**src/rtl/mux5_rr_arbiter.sv**
```systemverilog
// Round-robin arbiter that owns the select line of a shared 5-to-1 mux, with time-limited grants.
// Optional MUX5_ARB_LOCK_EN adds a LOCK input that extends the current grant past the hold limit.
module mux5_rr_arbiter #(
  parameter int HOLD_MAX = 4,
  parameter int CNT_W    = 3
) (
  input  logic       CLK,
  input  logic       RST,
  input  logic [4:0] REQ,
`ifdef MUX5_ARB_LOCK_EN
  input  logic       LOCK,
`endif
  output logic [4:0] GNT,
  output logic [2:0] S,
  output logic       VALID
);

  typedef enum logic {IDLE, BUSY} state_t;

  localparam logic [CNT_W-1:0] HOLD_LIM = CNT_W'(HOLD_MAX);

  state_t           state, state_nxt;
  logic [2:0]       ptr, ptr_nxt, rel_ptr;
  logic [CNT_W-1:0] cnt, cnt_nxt;
  logic [4:0]       gnt_nxt;
  logic [2:0]       s_nxt;
  logic             valid_nxt;
  logic [3:0]       win_idle, win_rel;
  logic             hold_ok, lock_hold;

  // Returns {found, index} of the first set request scanning start, start+1, ... mod 5.
  function automatic logic [3:0] pick(input logic [4:0] req, input logic [2:0] start);
    logic [3:0] r;
    int         idx;
    r = 4'b0000;
    for (int k = 4; k >= 0; k--) begin
      idx = (int'(start) + k) % 5;
      if (req[idx]) r = {1'b1, 3'(idx)};
    end
    return r;
  endfunction

  function automatic logic [4:0] onehot(input logic [2:0] idx);
    return 5'b00001 << idx;
  endfunction

`ifdef MUX5_ARB_LOCK_EN
  assign lock_hold = LOCK;
`else
  assign lock_hold = 1'b0;
`endif

  assign hold_ok  = (cnt < HOLD_LIM);
  assign rel_ptr  = (S == 3'd4) ? 3'd0 : S + 3'd1;
  assign win_idle = pick(REQ, ptr);
  assign win_rel  = pick(REQ, rel_ptr);

  always_comb begin
    state_nxt = state;
    ptr_nxt   = ptr;
    cnt_nxt   = cnt;
    gnt_nxt   = GNT;
    s_nxt     = S;
    valid_nxt = VALID;
    case (state)
      IDLE: begin
        if (win_idle[3]) begin
          state_nxt = BUSY;
          gnt_nxt   = onehot(win_idle[2:0]);
          s_nxt     = win_idle[2:0];
          valid_nxt = 1'b1;
          cnt_nxt   = CNT_W'(1);
        end
      end
      BUSY: begin
        if (REQ[S] && (hold_ok || lock_hold)) begin
          // Under LOCK the counter parks at the limit instead of wrapping.
          if (hold_ok) cnt_nxt = cnt + CNT_W'(1);
        end else begin
          ptr_nxt = rel_ptr;
          if (win_rel[3]) begin
            gnt_nxt   = onehot(win_rel[2:0]);
            s_nxt     = win_rel[2:0];
            valid_nxt = 1'b1;
            cnt_nxt   = CNT_W'(1);
          end else begin
            state_nxt = IDLE;
            gnt_nxt   = 5'b00000;
            s_nxt     = 3'b000;
            valid_nxt = 1'b0;
            cnt_nxt   = '0;
          end
        end
      end
      default: state_nxt = IDLE;
    endcase
  end

  always_ff @(posedge CLK) begin
    if (RST) begin
      state <= IDLE;
      ptr   <= 3'd0;
      cnt   <= '0;
      GNT   <= 5'b00000;
      S     <= 3'b000;
      VALID <= 1'b0;
    end else begin
      state <= state_nxt;
      ptr   <= ptr_nxt;
      cnt   <= cnt_nxt;
      GNT   <= gnt_nxt;
      S     <= s_nxt;
      VALID <= valid_nxt;
    end
  end

endmodule

```
**config.mk**
```make
export PLATFORM = sky130hd
export DESIGN_NAME = mux5_rr_arbiter
export DESIGN_NICKNAME = d
export VERILOG_FILES = /design/src/rtl/mux5_rr_arbiter.sv
export SDC_FILE = /design/constraint.sdc
export NUM_CORES = 1
export LEC_CHECK = 0
export CORE_ASPECT_RATIO = 1.1
export CORE_MARGIN = 2
export CORE_UTILIZATION = 40
export DETAILED_ROUTE_END_ITERATION = 7
export SYNTH_ARGS = -nofsm -noshare
export SYNTH_HDL_FRONTEND = slang
export SYNTH_SLANG_ARGS = --single-unit
```
**constraint.sdc**
```tcl
create_clock -name CLK -period 5.5 [get_ports CLK]
set_clock_uncertainty 0.05 [all_clocks]
set_input_delay 1.1 -clock CLK [delete_from_list [all_inputs] [get_ports CLK]]
set_output_delay 1.1 -clock CLK [all_outputs]
set_load 0.05 [all_outputs]
```
# After elaboration in Yosys (flattened, before gate mapping)
# Cells that the tools add are included.
# Widths: inputs -> output; s select.
[word_totals]
ff_bits = 16
input_bits = 7
out_inout_bits = 9
word_cells = 113
[classes]
n_addsub = 10
n_div = 10
magnitude_cmp = 12
n_eq_ne = 4
shift = 2
n_mux = 63
bitwise = 2
n_reduce_logical = 4
[ops]
columns = ["cell", "count"]
rows = [
  ["$lt 32x5->1 const B", 10],
  ["$mod 32x4->32 const B", 8],
  ["$mod 4x4->32 const B", 2],
  ["$mux 4", 10],
  ["$bmux 1 s3", 11],
  ["$mux 1", 27],
  ["$mux 3", 7],
  ["$add 3x2->4 const B", 4],
  ["$mux 5", 3],
  ["$pmux 3 s2", 2],
  ["$pmux 5 s2", 1],
  ["$shl 1x3->5 const A", 2],
  ["$add 3x1->4 const B", 2],
  ["$add 3x3->4 const B", 2],
  ["$add 3x1->3 const B", 2],
  ["$reduce_and 2->1", 3],
  ["$lt 3x4->1 const B", 1],
  ["$ne 2x2->1 const B", 2],
  ["$pmux 1 s2", 2],
  ["$eq 3x3->1 const B", 1],
  ["$lt 3x3->1 const B", 1],
  ["$ne 3x3->1 const B", 1],
  ["$not 1->1", 2],
  ["$logic_and 1x1->1", 1],
]

# Logic depth before layout (Yosys ltp)
# Gate-level depths: netlist of the first run.
[depth]
word_depth = 16
ltp_mapped = 23
depth_no_buf = 19

# Least setup slack after synthesis of the first run
# OpenSTA, ideal clock, no wires.
[synth_path]
path_type = "register to register"
startpoint = "reg S[0]"
endpoint = "reg GNT[1]"
t_arrival_ps = 5354
path_slack_ps = 36
path_stages_with_launch = 23
n_path_buf = 4
synth_period_minus_slack_ps = 5464
path_cell_list = "dfxtp_1 -> buf_2 -> buf_1 -> inv_1 -> ha_1 -> buf_6 -> nor3b_4 -> nor2_1 -> inv_1 -> ha_1 -> clkbuf_1 -> a31oi_1 -> xnor2_1 -> ha_1 -> o22a_1 -> o221ai_1 -> o21a_1 -> mux2_2 -> a32o_1 -> o311ai_1 -> a211oi_2 -> nor4_1 -> a221o_1"
[synth_between]
elab_chain_len = 16
[synth_rtl]
columns = ["item", "line", "text"]
rows = [
  ["start: declaration", "14", "output logic [2:0] S,"],
  ["start signal: assignment", "112", "S <= s_nxt;"],
  ["$add 3x1->3 or $eq 3x3->1 (tied branches)", "54", "assign rel_ptr = (S == 3'd4) ? 3'd0 : S + 3'd1;"],
  ["$mux 3 (*)", "54", ""],
  ["named net rel_ptr[2]", "23", "logic [2:0] ptr, ptr_nxt, rel_ptr;"],
  ["$add 3x3->4", "37", "idx = (int'(start) + k) % 5;"],
  ["$mod 32x4->32", "37", ""],
  ["$bmux 1 s3", "38", "if (req[idx]) r = {1'b1, 3'(idx)};"],
  ["$mux 1 (implied by the code) (2 in series)", "38", ""],
  ["$mux 4 (4 in series)", "38", ""],
  ["$mux 4 (*)", "38", ""],
  ["$shl 1x3->5", "44", "return 5'b00001 << idx;"],
  ["$mux 5 (*)", "81", "if (win_rel[3]) begin"],
  ["$mux 5 (*)", "76", "if (REQ[S] && (hold_ok || lock_hold)) begin"],
  ["$pmux 5 s2 (*)", "65", "case (state)"],
  ["end signal: assignment", "111", "GNT <= gnt_nxt;"],
  ["end: declaration", "13", "output logic [4:0] GNT,"],
]
# Mark *: on every way through the listed nets, which the timed path passes. The rest lies on a longest branch. The select of a mux whose other input is x is not followed.
# A chain may end at the register's enable or synchronous reset.

# Worst setup path after layout of the first run
[layout_path]
startpoint = "reg S[1]"
endpoint = "reg GNT[1]"
# Same word-level chain as after synthesis.

==> results of run 1 <==
## worst min-delay path, delay by kind of cell (launching register included)
kind | cells | cell delay (ns)
compound gates | 1 | 0.07
simple gates | 1 | 0.05
flops | 1 | 0.32
## flip-flops by register name (all words and copies together) (netlist names)
name / flops
cnt: 3
GNT: 5
S: 3
state: 1
VALID: 1
ptr: 3
## area by class of cell
type / count / area, um2
Clock buffer: 3 / 41.29
Fill cell: 976 / 5241
Inverter: 33 / 123.9
Multi-Input combinational cell: 463 / 3316
Sequential cell: 16 / 320.3
Tap cell: 117 / 146.4
Timing Repair Buffer: 29 / 255.2
## metal layers
metal / up-vias / part of all wire, % / global-route usage, %
li1: 2044 / - / -
met1: 1983 / 44 / 28.55
met2: 126 / 49 / 39.12
met3: 36 / 3.9 / 2.987
met4: 0 / 2.7 / 6.947
met5: - / 0 / 0
## worst max-delay path by stage
stage | from | slack [ns] | depth (start not counted) | endpoint
after CTS | S[1]$_SDFFE_PP0P_ | 0.49 | 19 | GNT[2]$_SDFFE_PP0P_
after detailed placement | S[1]$_SDFFE_PP0P_ | 0.53 | 19 | GNT[2]$_SDFFE_PP0P_
after floorplan | S[0]$_SDFFE_PP0P_ | 0.04 | 22 | GNT[1]$_SDFFE_PP0P_
after global routing | S[1]$_SDFFE_PP0P_ | 0.008 | 19 | GNT[1]$_SDFFE_PP0P_
final | S[1]$_SDFFE_PP0P_ | 0.37 | 19 | GNT[1]$_SDFFE_PP0P_
after global placement | S[0]$_SDFFE_PP0P_ | 0.71 | 20 | GNT[1]$_SDFFE_PP0P_
## layout by cell type (no fill, tap or decap), types with 4 or more instances in the layout
cell             count
nand2_1             52
nor2_1              42
ha_1                34
a21oi_1             33
inv_1               27
o21ai_0             23
mux2i_1             22
dfxtp_1             16
nor2b_1             15
nand2b_1            15
nand3_1             15
a211oi_1            15
clkdlybuf4s50_1     15
buf_4               14
xnor2_1             11
o211ai_1            11
nor3_1              10
and2_1               7
o21ai_1              7
a31oi_1              7
a21o_1               7
inv_2                6
or3_1                5
nor4_1               5
o22ai_1              5
o31ai_1              5
mux2_2               5
nand3b_1             5
nand4_1              5
and3_1               5
o21a_1               5
a221oi_1             4
o311ai_1             4
a32o_1               4
o21bai_1             4
mux4_2               4
a22oi_1              4
## cells by family after synthesis
family / Yosys count / synth area share [%]
buffers and inverters: 67 / 7.375
DFF: 16 / 8.174
adders and majority gates: 36 / 11.65
and+or+nand+nor: 200 / 26.53
xor gates and xnor gates: 12 / 2.682
AOI/OAI and AO/OA: 183 / 33.94
muxes: 32 / 9.642
## per-stage QoR
step	setup slack (ns)	instances	hold slack, ns
finish	0.3687	661	0.4307
global route	0.007607	661	0.4661
CTS	0.4864	661	0.4320
detailed placement	0.5282	658	0.4175
global placement	0.7064	658	0.4155
floorplan	0.03589	546	0.4162
==> impl_metrics.env, run 1 <==
export IMPL_cts_path_max_buffers=2
export IMPL_tightest_slew_ns=0.7158
export IMPL_syn_cell_area_mm2=0.003919
export IMPL_report_final_slew_viol_count=0
export IMPL_start_kind="register"
export IMPL_cts_hold_buffers=0
export IMPL_cts_resized=0
export IMPL_ant_nets=0
export IMPL_finalHoldViolCount=0
export IMPL_r2r_end="GNT[1]$_SDFFE_PP0P_"
export IMPL_min_from="GNT[3]$_SDFFE_PP0P_"
export IMPL_postCtsSetupBuffers=0
export IMPL_wirelength_mm=11.70
export IMPL_maxCapViolCount=0
export IMPL_cp_max_fo=14
export IMPL_viasPerCell=6.337
export IMPL_cp_top_family="compound AO/OA/AOI/OAI gates"
export IMPL_grt_pass1_wl_mm=19.90
export IMPL_seq_area_frac_synth_pct=8.174
export IMPL_initial_core_util_pct=41.49
export IMPL_grt_max_degree=24
export IMPL_vias=4189
export IMPL_num_rows=37
export IMPL_synth_seq_cells=16
export IMPL_insertedDiodeCount=0
export IMPL_status="complete, no violations"
export IMPL_fp_dieW_um=98.38
export IMPL_yosys_area_top_type_share_pct=10.86
export IMPL_numCtsBuffers=3
export IMPL_die_h_um=107.8
export IMPL_area_growth_pct=7.248
export IMPL_gp_congestion=0.9239
export IMPL_fin_crit_ns=5.131
export IMPL_first_global_vias=4106
export IMPL_synth_largest_area_cell="ha_1"
export IMPL_cpMostUsedCell="ha_1"
export IMPL_die_area_mm2=0.01061
export IMPL_antenna_found_initial=0
export IMPL_cts_tree="built"
export IMPL_cts_root_buf="clkbuf_8"
export IMPL_ys_flop_type="dfxtp_1"
export IMPL_ys_top_cells_by_count="nand2_1, nor2_1, ha_1, a21oi_1, inv_1"
export IMPL_synth_edf_count=0
export IMPL_synth_area_leaders="ha_1, dfxtp_1, mux2i_1, nand2_1, a21oi_1"
export IMPL_critPathArrivalTime_ns=5.28
export IMPL_synth_distinct_cells=84
export IMPL_grtUsageTotal_pct=22.40
export IMPL_yosys_warnings=0
export IMPL_overflow=0
export IMPL_rsz0062_at_grt="false"
export IMPL_coreArea_mm2=0.009444
export IMPL_port_buffers=15
export IMPL_syn_num_nets=588
export IMPL_clkSinkCount=16
export IMPL_hold_path_class="reg -> reg"
export IMPL_reg2reg_slack_ns=0.37
export IMPL_routedWlPerCell_um=17.70
export IMPL_crit_chain="inv_1 > ha_1 > nor3b_4 > nor2_1 > inv_1 > ha_1 > buf_4 > a31oi_1 > xnor2_1 > ha_1 > o22a_1 > o221ai_1 > o21a_1 > mux2_2 > a32o_1 > o311ai_1 > a211oi_2 > nor4_1 > a221o_1"
export IMPL_place_hpwl_mm=8.892
export IMPL_synthArstFlopShare_pct=0
export IMPL_final_util_pct=44.50
export IMPL_yosysMostFrequentCell="nand2_1"
export IMPL_hold_end="GNT[3]$_SDFFE_PP0P_"
export IMPL_h_tree_depth=1
export IMPL_drc=0
export IMPL_clk_pin_slew_ns=0.06
export IMPL_r2r_start="S[1]$_SDFFE_PP0P_"
export IMPL_critical_path_slowest_cell="dfxtp_1"
export IMPL_netlist_instances=546
export IMPL_final_period_utilization_pct=93.30
export IMPL_fin_area_mm2=0.004203
export IMPL_ios=16
export IMPL_drt_initial_drc_count=434
export IMPL_crit_buf_inv=3
export IMPL_cp_required_ns=5.65
export IMPL_min_path_cells=2
export IMPL_slew_headroom_pct=52.13
export IMPL_drt_pass1_iter_count=5
export IMPL_postPlaceCellArea_mm2=0.004155
export IMPL_slowest_delay_ns=0.48
export IMPL_final_nets=588
export IMPL_setup_tns_ns=0
export IMPL_drive_gt1_share_pct=9.007
export IMPL_clock_fmax_mhz=194.9
export IMPL_final_setup_viol_count=0
export IMPL_clkLatencyLatePin_ns=0.25
export IMPL_r2r_cells=19
export IMPL_path_class="reg -> reg"
export IMPL_end_kind="register"
export IMPL_synth_avg_cell_area_um2=7.177
Power of run 1 is not shown: default switching activity piles up to over one toggle a cycle in this logic, so the estimate is an artifact.
==> inputs of run 2 (changes only) <==
CAP_MARGIN = 20   (was default)
==> results of run 2 <==
No change in the layout: final DEF, timing and power equal those of run 1.
Power of run 2 is left out for the same reason.
==> inputs of run 3 (changes only) <==
CORE_MARGIN = 3   (was 2)
DONT_BUFFER_PORTS = 1   (was default)
==> impl_metrics.env, run 3 (synthesized netlist as in run 1, its figures left out) <==
export IMPL_antenna_found_initial=0
export IMPL_drt_pass1_iter_count=5
export IMPL_numCtsBuffers=3
export IMPL_gp_congestion=0.9003
export IMPL_clock_fmax_mhz=201.2
export IMPL_clkSinkCount=16
export IMPL_postPlaceCellArea_mm2=0.003990
export IMPL_fin_area_mm2=0.004045
export IMPL_cts_tree="built"
export IMPL_routedWlPerCell_um=17.83
export IMPL_ant_nets=0
export IMPL_ios=16
export IMPL_path_class="reg -> reg"
export IMPL_postCtsSetupBuffers=0
export IMPL_drive_gt1_share_pct=8.902
export IMPL_cts_root_buf="clkbuf_8"
export IMPL_global_route_usage_met1_pct=26.88
export IMPL_die_area_mm2=0.01102
export IMPL_cts_resized=0
export IMPL_fp_dieW_um=100.4
export IMPL_place_hpwl_mm=8.702
export IMPL_largest_reg_flops=5
export IMPL_reg2reg_slack_ns=0.53
export IMPL_tightest_slew_ns=0.7555
export IMPL_num_rows=37
export IMPL_r2r_cells=18
export IMPL_finalHoldViolCount=0
export IMPL_use_met2_pct=37.55
export IMPL_insertedDiodeCount=0
export IMPL_end_kind="register"
export IMPL_hold_path_class="reg -> reg"
export IMPL_report_final_slew_viol_count=0
export IMPL_mostFrequentLayoutCells="nand2_1, nor2_1, ha_1, a21oi_1, inv_1"
export IMPL_viasPerCell=6.278
export IMPL_area_growth_pct=3.225
export IMPL_slew_headroom_pct=48.33
export IMPL_initial_core_util_pct=41.49
export IMPL_start_kind="register"
export IMPL_final_period_utilization_pct=90.38
export IMPL_vias=4049
export IMPL_drc=0
export IMPL_first_global_vias=3873
export IMPL_h_tree_depth=1
export IMPL_die_h_um=109.8
export IMPL_fin_crit_ns=4.971
export IMPL_cts_path_max_buffers=2
export IMPL_min_path_cells=2
export IMPL_critPathArrivalTime_ns=5.06
export IMPL_clk_pin_slew_ns=0.07
export IMPL_cp_max_fo=12
export IMPL_cp_required_ns=5.59
export IMPL_whs_ns=0.4715
export IMPL_grt_pass1_wl_mm=19.11
export IMPL_layout_commonest_cell="nand2_1"
export IMPL_setup_tns_ns=0
export IMPL_drt_initial_drc_count=414
export IMPL_clkLatencyLatePin_ns=0.25
export IMPL_top_usage_layer="met2"
export IMPL_final_setup_viol_count=0
export IMPL_grtUsageTotal_pct=20.76
export IMPL_maxCapViolCount=0
export IMPL_met3_usage_pct=1.840
export IMPL_wirelength_mm=11.50
export IMPL_coreArea_mm2=0.009444
export IMPL_status="complete, no violations"
export IMPL_port_buffers=0
export IMPL_grt_max_degree=24
export IMPL_rsz0062_at_grt="false"
export IMPL_cts_hold_buffers=0
export IMPL_final_nets=571
export IMPL_regMostFlops="GNT"
export IMPL_fillCellCount=957
export IMPL_overflow=0
==> run 3: path summary, 6_finish.rpt <==
| kind | startpoint | to |
|---|---|---|
| setup / recovery | S[1]$_SDFFE_PP0P_ | GNT[1]$_SDFFE_PP0P_ |
| hold / removal | cnt[0]$_SDFFE_PP0P_ | cnt[0]$_SDFFE_PP0P_ |
| setup reg to reg | S[1]$_SDFFE_PP0P_ | GNT[1]$_SDFFE_PP0P_ |
| hold reg to reg | cnt[0]$_SDFFE_PP0P_ | cnt[0]$_SDFFE_PP0P_ |
==> run 3: final cells by class <==
| type | count | area (um2) | share of cell area (%) |
|---|---|---|---|
| sequential | 16 | 320.3 | 7.918 |
| timing repair buffer | 12 | 90.09 | 2.227 |
| clock buffer | 4 | 55.05 | 1.361 |
| inverter | 33 | 123.9 | 3.062 |
| multi-input combinational | 463 | 3309 | 81.81 |
| tap | 117 | 146.4 | 3.619 |
==> run 3: worst max-delay path, cell delays in order, from the launching register on <==
cell     delay [ns]
dfxtp_1        0.35
inv_1          0.16
ha_1           0.38
a21oi_1        0.16
inv_2          0.22
ha_1           0.33
inv_1          0.08
ha_1           0.38
inv_1          0.06
ha_1           0.20
or3_1          0.36
nor2b_1        0.15
xnor2_1        0.40
mux2i_1        0.21
mux2_1         0.35
o311a_1        0.32
o21ai_1        0.31
nor4_1         0.11
a221o_1        0.26
==> run 3: per-stage QoR <==
stage / util [%] / instances / setup slack (ns)
after CTS: 42.83 / 645 / 0.5762
after global placement: 42.25 / 641 / 0.6054
final: 42.83 / 645 / 0.5289
after detailed placement: 42.25 / 641 / 0.6127
after global routing: 42.83 / 645 / 0.02687
after floorplan: - / 546 / 0.03589
==> run 3: layer usage <==
layer  vias to the layer above  wire, um  share of wire [%]
met3                        10       445                3.9
met1                      1919      5178                 45
met5                         -         0                  0
met2                       107      5785                 50
li1                       2013         -                  -
met4                         0        93               0.81
Power of run 3 is left out for the same reason.
